--- config.mk ---
export PLATFORM = sky130hd
export DESIGN_NAME = audio_fir_ctrl
export DESIGN_NICKNAME = d
export VERILOG_FILES = /design/src/rtl/audio_fir_ctrl.sv
export SDC_FILE = /design/constraint.sdc
export NUM_CORES = 1
export LEC_CHECK = 0
export ABC_AREA = 1
export CORE_MARGIN = 1.5
export CORE_UTILIZATION = 25
export CTS_CLUSTER_SIZE = 16
export DETAILED_ROUTE_END_ITERATION = 12
export PLACE_DENSITY = 0.5
export SLEW_MARGIN = 20
export SYNTH_ARGS = -nofsm -noshare
export SYNTH_HDL_FRONTEND = slang
export SYNTH_SLANG_ARGS = --single-unit
--- constraint.sdc ---
create_clock -name CLOCK_50 -period 3.6 [get_ports CLOCK_50]
set_clock_uncertainty 0.05 [all_clocks]
set_input_delay 0.9 -clock CLOCK_50 [delete_from_list [all_inputs] [get_ports CLOCK_50]]
set_output_delay 0.9 -clock CLOCK_50 [all_outputs]
set_load 0.02 [all_outputs]
--- src/rtl/audio_fir_ctrl.sv ---
// Frame sequencer between the CODEC FIFO handshake and a stereo pair of
// moving-average filters, with bypass mode and filter history flushing.
module audio_fir_ctrl #(
   parameter int unsigned N           = 16,
   parameter int unsigned FIR_LATENCY = 1,
   parameter int unsigned CNT_WIDTH   = 16
) (
   input  logic                 CLOCK_50,
   input  logic                 reset,
   input  logic                 filter_en,
   input  logic                 read_ready,
   input  logic                 write_ready,
   input  logic [23:0]          readdata_left,
   input  logic [23:0]          readdata_right,
   output logic                 read,
   output logic                 write,
   output logic [23:0]          writedata_left,
   output logic [23:0]          writedata_right,
   output logic                 fir_step,
   output logic [23:0]          fir_in_left,
   output logic [23:0]          fir_in_right,
   input  logic [23:0]          fir_out_left,
   input  logic [23:0]          fir_out_right,
   output logic                 busy,
   output logic [CNT_WIDTH-1:0] sample_count
);

   localparam int unsigned DW  = 24;
   localparam int unsigned FCW = $clog2(N + 1);
   localparam int unsigned LW  = 3;

   typedef enum logic [2:0] {
      S_IDLE, S_FLUSH, S_WAIT_IN, S_CAPTURE, S_STEP, S_LAT, S_WAIT_WR, S_WRITE
   } state_t;

   state_t               state_q, state_d;
   logic [FCW-1:0]       flush_cnt_q, flush_cnt_d;
   logic [LW-1:0]        lat_cnt_q, lat_cnt_d;
   logic                 en_s1_q, en_s1_d, en_s2_q, en_s2_d, en_s3_q, en_s3_d;
   logic                 flush_pend_q, flush_pend_d;
   logic                 read_q, read_d, write_q, write_d, step_q, step_d;
   logic                 busy_q, busy_d;
   logic [DW-1:0]        fin_l_q, fin_l_d, fin_r_q, fin_r_d;
   logic [DW-1:0]        wd_l_q, wd_l_d, wd_r_q, wd_r_d;
   logic [CNT_WIDTH-1:0] cnt_q, cnt_d;
   logic                 en_rise;

   assign en_rise = en_s2_q & ~en_s3_q;

   // Next-state and next-output decode
   always_comb begin
      state_d      = state_q;
      flush_cnt_d  = flush_cnt_q;
      lat_cnt_d    = lat_cnt_q;
      en_s1_d      = filter_en;
      en_s2_d      = en_s1_q;
      en_s3_d      = en_s2_q;
      flush_pend_d = flush_pend_q | en_rise;
      fin_l_d      = fin_l_q;
      fin_r_d      = fin_r_q;
      wd_l_d       = wd_l_q;
      wd_r_d       = wd_r_q;
      cnt_d        = cnt_q;

      case (state_q)
         S_IDLE: begin
            state_d     = S_FLUSH;
            flush_cnt_d = '0;
         end
         S_FLUSH: begin
            if (flush_cnt_q == FCW'(N - 1)) state_d = S_WAIT_IN;
            else flush_cnt_d = flush_cnt_q + FCW'(1);
         end
         S_WAIT_IN: begin
            if (flush_pend_q) begin
               flush_pend_d = en_rise;
               flush_cnt_d  = '0;
               state_d      = S_FLUSH;
            end else if (read_ready) begin
               state_d = S_CAPTURE;
            end
         end
         S_CAPTURE: begin
            fin_l_d = readdata_left;
            fin_r_d = readdata_right;
            if (en_s2_q) begin
               state_d = S_STEP;
            end else begin
               wd_l_d  = readdata_left;
               wd_r_d  = readdata_right;
               state_d = S_WAIT_WR;
            end
         end
         S_STEP: begin
            lat_cnt_d = LW'(FIR_LATENCY);
            state_d   = S_LAT;
         end
         S_LAT: begin
            lat_cnt_d = lat_cnt_q - LW'(1);
            if (lat_cnt_q == LW'(1)) begin
               wd_l_d  = fir_out_left;
               wd_r_d  = fir_out_right;
               state_d = S_WAIT_WR;
            end
         end
         S_WAIT_WR: begin
            if (write_ready) state_d = S_WRITE;
         end
         S_WRITE: begin
            cnt_d   = cnt_q + CNT_WIDTH'(1);
            state_d = S_WAIT_IN;
         end
         default: state_d = S_IDLE;
      endcase

      // Flush steps feed zeros so the filter history is cleared
      if (state_d == S_FLUSH) begin
         fin_l_d = '0;
         fin_r_d = '0;
      end

      read_d  = (state_d == S_CAPTURE);
      write_d = (state_d == S_WRITE);
      step_d  = (state_d == S_FLUSH) || (state_d == S_STEP);
      busy_d  = (state_d != S_WAIT_IN);
   end

   always_ff @(posedge CLOCK_50) begin
      if (!reset) begin
         state_q      <= S_IDLE;
         flush_cnt_q  <= '0;
         lat_cnt_q    <= '0;
         en_s1_q      <= 1'b0;
         en_s2_q      <= 1'b0;
         en_s3_q      <= 1'b0;
         flush_pend_q <= 1'b0;
         read_q       <= 1'b0;
         write_q      <= 1'b0;
         step_q       <= 1'b0;
         busy_q       <= 1'b1;
         fin_l_q      <= '0;
         fin_r_q      <= '0;
         wd_l_q       <= '0;
         wd_r_q       <= '0;
         cnt_q        <= '0;
      end else begin
         state_q      <= state_d;
         flush_cnt_q  <= flush_cnt_d;
         lat_cnt_q    <= lat_cnt_d;
         en_s1_q      <= en_s1_d;
         en_s2_q      <= en_s2_d;
         en_s3_q      <= en_s3_d;
         flush_pend_q <= flush_pend_d;
         read_q       <= read_d;
         write_q      <= write_d;
         step_q       <= step_d;
         busy_q       <= busy_d;
         fin_l_q      <= fin_l_d;
         fin_r_q      <= fin_r_d;
         wd_l_q       <= wd_l_d;
         wd_r_q       <= wd_r_d;
         cnt_q        <= cnt_d;
      end
   end

   assign read            = read_q;
   assign write           = write_q;
   assign fir_step        = step_q;
   assign busy            = busy_q;
   assign fir_in_left     = fin_l_q;
   assign fir_in_right    = fin_r_q;
   assign writedata_left  = wd_l_q;
   assign writedata_right = wd_r_q;
   assign sample_count    = cnt_q;

endmodule

==> results of run 1 <==
## through the flow
stage          util (%)  instances  total power [uW]  instance area [sq um]
6_report           38.9       1299              3370                   8520
5_1_grt            38.9       1299              3500                   8520
4_1_cts            38.9       1298              3420                   8520
3_5_place_dp       36.2       1266              1660                   7930
3_3_place_gp       36.2       1266              1660                   7930
2_1_floorplan         -        809              1530                   5610
## power breakdown
part	leakage (uW)	switching [uW]	internal, uW
sequential	0.00106	3.42	1450
combinational	0.00199	60.3	111
clock	0.000285	639	1110
## cells in the mapped netlist (2+ instances only)
master / n / area, sq um
nand2_1: 296 / 1110
nor2_1: 131 / 492
a21oi_2: 20 / 175
buf_4: 4 / 30.0
nor2_2: 2 / 12.5
ha_1: 5 / 62.6
buf_6: 6 / 67.6
nor3_1: 7 / 35.0
nor2_4: 2 / 22.5
o21ai_1: 21 / 105
buf_2: 8 / 40.0
dfxtp_1: 131 / 2620
buf_1: 6 / 22.5
inv_2: 5 / 18.8
a21oi_1: 43 / 215
o21ai_0: 41 / 205
nand3_1: 8 / 40.0
nand4_1: 5 / 31.3
inv_1: 38 / 143
clkbuf_1: 21 / 78.8
## kinds of logic after synthesis
logic type	after synthesis	share of synthesized area, %
AND/OR/NAND/NOR	456	31.9
flip-flops	131	46.8
AO/OA/AOI/OAI	129	13.1
buffers and inverters	88	7.14
adder cells (fa/ha/maj)	5	1.12
## state kept, by name, indices dropped and copies added (netlist names), 3 cells and up
signal,count
fir_in_left,24
fir_in_right,24
writedata_left,24
writedata_right,24
sample_count,16
flush_cnt_q,5
lat_cnt_q,3
state_q,3
## how the worst max path moves through the flow
| stage | startpoint | endpoint | slack, ns | cells past startpoint |
|---|---|---|---|---|
| after floorplan | flush_cnt_q[0] | fir_in_left[10] | 1.88 | 12 |
| after CTS | flush_cnt_q[0] | fir_in_left[18] | 1.05 | 11 |
| after detailed placement | flush_cnt_q[0] | fir_in_left[18] | 1.08 | 11 |
| final | sample_count[8] | sample_count[8] | 1.13 | 1 |
| after global placement | flush_cnt_q[0] | fir_in_left[9] | 1.07 | 11 |
| after global routing | flush_cnt_q[0] | fir_in_left[6] | 0.84 | 11 |
## layer usage
metal / routed length (um) / vias to the layer above / track usage [%]
li1: - / 2931 / -
met1: 8340 / 2458 / 19.5
met2: 8810 / 149 / 27.2
met3: 1400 / 25 / 6.11
met4: 416 / 0 / 6.32
met5: 0 / - / 0
## area by class of cell
class,instances,area share (%)
Antenna cell,1,0.0294
Timing Repair Buffer,222,25.8
Clock inverter,9,1.53
Sequential cell,131,30.8
Clock buffer,23,5.38
Inverter,43,1.89
Tap cell,280,4.11
Multi-Input combinational cell,590,30.4
==> run metrics, run 1 <==
Worst Hold End=en_s2_q; first-pass GRT wire length=30500 um; prevailing post-synth register cell=dfxtp_1; unrepaired setup endpoints after global routing=no; Clk Latency, worst-skew pair=0.41 ns; initial antenna violation count=1; launch point of the worst hold path=en_s1_q; Fin Hold WS=0.369 ns; Post-synth EDFFs=0; Critical Setup Path Class=flop to output port; Resized Gates After CTS=0; cts hold-fix bufs=0; Site Rows=54; Setup crit end kind=output port; CTS Buffer Depth=2; Final setup viols=0; Lkg Pwr=0.00333 uW; Final Hold Fails=0; reg2reg end=fir_in_left[18]; core region area=roughly 22000 sq um; num ports=217; synth-to-layout area growth=52.0%; Fmax achieved=0.405 GHz; commonest non-fill, non-tap cells in the layout=295 x nand2_1, 215 x clkdlybuf4s50_1, 131 x nor2_1, 131 x dfxtp_1, 43 x a21oi_1; DRC=0; final-report max-slew violation count=0; cell breakdown of the critical path=clkdlybuf4s50_1; fill cell count=2348; #FFs+latches synth=between 100 and 150; Overflow after GRT=0; gr usage total=16.5%; Reg2Reg Depth=11; post-CTS setup repair buffer count=0; Ys Warns=0; status=completed; Die H=153 um; vias in the first global route=between 5000 and 6000; share of cells above drive strength 1=6.78%; CP max stage delay=between 0.6 and 0.7 ns; Worst VDD drop=~0.27 mV; clock-pin slew on the worst setup and hold paths=0.06 ns; reg2reg start=flush_cnt_q[0]; multi-input logic area=approximately 2600 sq um; width of the die=153 um; Crit path max-delay family=buffers and inverters; drt via density=4.28; Clock Sinks=131; setup ws final=1.13 ns; DRT Pass-1 Iters=4; cell area after synthesis=5610 sq um; Final Cycle Share=68.6%; critical path startpoint category=flop; worst path buffer plus inverter count=1; Fin Setup TNS=0 ns; Critical Path RT=2.65 ns; DP Wirelength=12600 um; violation count after the first detailed-routing iteration=250; # nets final=between 1000 and 1500; largest net degree at the start of global routing=68; CTS tree=done; slew margin rel.=31.6%; Synth Net Count=around 920; register-to-register setup slack=roughly 1.2 ns; post-synthesis sequential area ratio=a little under half; crit path max fanout=7; Hold Crit Depth=2; sequential cell area=2620 sq um; synthesized area per cell=just under 7 sq um; async set-reset flop share out of synthesis=0%; Starting Density=25.6%; vias after detailed routing=5563; post-route minimum period=2.47 ns; most common cell after layout, fill and taps aside=nand2_1; Setup Slack @ Placement=1.08 ns; Avg WL per Cell=approximately 15 um; CTS H-tree depth=4; Worst EP arrival=roughly 1.5 ns; CTS root buf=clkbuf_16; Die Footprint=23300 sq um; Syn Inst Count=809; DRT antenna net count=0; Slowest cell on crit path=clkdlybuf4s50_1; TritonCTS Buffers=17; HP Class=flop to flop; final wirelength=19000 um; gpl congestion=~0.74; count of cell types in the netlist=29; Port Buffers=216; power per cell area=396 nW/um^2; max-cap violation count=0; worst slew pin tran=1.02 ns
Note: power is estimated with default switching activity, not from simulation.
==> inputs of run 2 (changes only) <==
Settings changed: PLACE_DENSITY 0.5 to 0.52.
Clock period 3.6 ns to 2.16 ns, I/O delays scaled along.
==> run metrics, run 2 (synthesized netlist as in run 1, its figures left out) <==
launch point of the worst hold path=en_s1_q; CTS Buffer Depth=2 (unchanged); CTS H-tree depth=4 (unchanged); Fmax achieved=0.484 GHz; ANT cells=0 (-1); crit path capture=sample_count[2]; violation count after the first detailed-routing iteration=235 (-6.0%); vias in the first global route=5539 (+0.73%); share of cells above drive strength 1=8.11% (+1.3 points); worst slew pin tran=0.975 ns (-0.0489 ns); worst path buffer plus inverter count=1 (unchanged); slew margin rel.=35.0% (+3.4 points); fill cell count=2359 (+0.47%); Avg WL per Cell=14.4 um (-1.7%); first-pass GRT wire length=30300 um (-0.54%); DRT antenna net count=0 (unchanged); CTS tree=done; width of the die=153 um (unchanged); Crit path depth=1 (unchanged); P_int=4350 uW (+63%); cts hold-fix bufs=0 (unchanged); reg2reg end=fir_in_right[1]; Crit path max-delay family=buffers and inverters; Starting Density=25.6% (unchanged); sw frac=22.5% (+1.7 points); status=completed; cell breakdown of the critical path=clkdlybuf4s50_1; sequential cell area=2620 sq um (unchanged); Die H=153 um (unchanged); CTS root buf=clkbuf_16; largest net degree at the start of global routing=51 (-25%); final wirelength=18700 um (-1.3%); Worst VDD drop=0.496 mV (+84%); max-cap violation count=0 (unchanged); most common cell after layout, fill and taps aside=nand2_1; Critical Path RT=1.57 ns (-1.08 ns); power per cell area=653 nW/um^2 (+65%); Final Hold Fails=0 (unchanged); DRT Pass-1 Iters=5 (+1); Fin Setup TNS=0 ns (unchanged); initial antenna violation count=0 (-1); register-to-register setup slack=0.28 ns (-0.87 ns); Clk Latency, worst-skew pair=0.41 ns (about the same); clock-pin slew on the worst setup and hold paths=0.06 ns (about the same); NetSw=1260 uW (+80%); HP Class=flop to flop; Sequential Power Share=43.2% (about the same); gr usage total=16.4% (-0.11 points); Lkg Pwr=0.00337 uW (+1.2%); Fin Hold WS=0.361 ns (-0.00816 ns); critical path startpoint category=flop; DRC=0 (unchanged); CP max stage delay=0.64 ns (about the same); Site Rows=54 (unchanged); Critical Setup Path Class=flop to output port; Clock Sinks=131 (unchanged); multi-input logic area=2600 sq um (+0.29%); Overflow after GRT=0 (unchanged); Reg2Reg Depth=11 (unchanged); final-report max-slew violation count=0 (unchanged); CP Launch Point=sample_count[2]; unrepaired setup endpoints after global routing=no; Setup crit end kind=output port; setup ws final=0.0956 ns (-1.04 ns); core region area=21900 sq um (unchanged); Slowest cell on crit path=clkdlybuf4s50_1; Worst EP arrival=1.47 ns (-0.05 ns); num ports=217 (unchanged); drt via density=4.34 (+1.4%); Final Cycle Share=95.6%; clock share of power=51.6% (about the same); gpl congestion=0.771 (+4.1%); TritonCTS Buffers=17 (unchanged); crit path max fanout=6 (-1); synth-to-layout area growth=53.4%; post-route minimum period=2.06 ns; vias after detailed routing=5665 (+1.8%); Port Buffers=216 (unchanged); Final setup viols=0 (unchanged); share of power burned in combinational logic=5.2% (about the same); # nets final=1117 (+0.54%); reg2reg start=flush_cnt_q[0]; Setup Slack @ Placement=0.234 ns (-0.849 ns); commonest non-fill, non-tap cells in the layout=294 x nand2_1, 215 x clkdlybuf4s50_1, 131 x nor2_1, 131 x dfxtp_1, 43 x a21oi_1; Die Footprint=23300 sq um (unchanged); DP Wirelength=12900 um (+1.8%)
==> run 2: cell count changes in the layout (fill, tap and decap cells not counted), sizes merged <==
cell      before  now
bufinv         3    2
clkinvlp       1    4
inv           43   47
clkinv         5    4
clkbuf        23   18
diode          1    0
buf            7   13
==> run 2: repair_timing <==
item | in CTS | in global routing
resized for setup | 0 | 3
buffers inserted | 0 | 0
endpoints found under the setup margin | 0 | 5
==> run 2: final cells by class <==
cell class,count,share of cell area [%]
clock inverters,14,1.78
clock buffers,18,5.11
repair buffers,228,26.4
inverters,43,1.88
well taps,280,4.07
flip-flops and latches,131,30.5
multi-input cells,590,30.2
==> run 2: worst min-delay path by stage <==
stage | endpoint | slack, ns | cells past startpoint
finish | en_s2_q | 0.36 | 2
global route | flush_pend_q | 0.38 | 1
CTS | en_s2_q | 0.36 | 2
detailed placement | en_s2_q | 0.35 | 2
global placement | en_s2_q | 0.35 | 2
floorplan | en_s2_q | 0.34 | 2
==> run 2: worst min-delay path, stage by stage, from the launching register on <==
cell	delay (ns)
dfxtp_1	0.30
nand2_1	0.04
inv_1	0.04
==> run 2: power groups by stage <==
stage / clock network, uW / logic [uW] / registers (uW)
detailed placement: 0 / 292 / 2480
global route: 3080 / 320 / 2430
CTS: 2980 / 294 / 2430
finish: 2900 / 291 / 2430
global placement: 0 / 294 / 2480
floorplan: 0 / 72.0 / 2480
==> run 2: routing by layer <==
metal,track usage [%],routed length [um],part of all wire (%),vias up
met3,6.54,1440,7.7,14
met2,27.1,8780,47,151
met1,19.6,8280,44,2555
met4,4.72,225,1.2,0
li1,-,-,-,2945
met5,0,0,0,-
==> run 2: stage by stage <==
step / power, uW / util [%] / std cells / area (sq um)
floorplan: 2550 / - / 809 / 5610
global placement: 2780 / 36.5 / 1272 / 8000
detailed placement: 2770 / 36.5 / 1272 / 8000
CTS: 5700 / 39.2 / 1304 / 8590
global route: 5830 / 39.3 / 1304 / 8600
finish: 5620 / 39.3 / 1304 / 8600
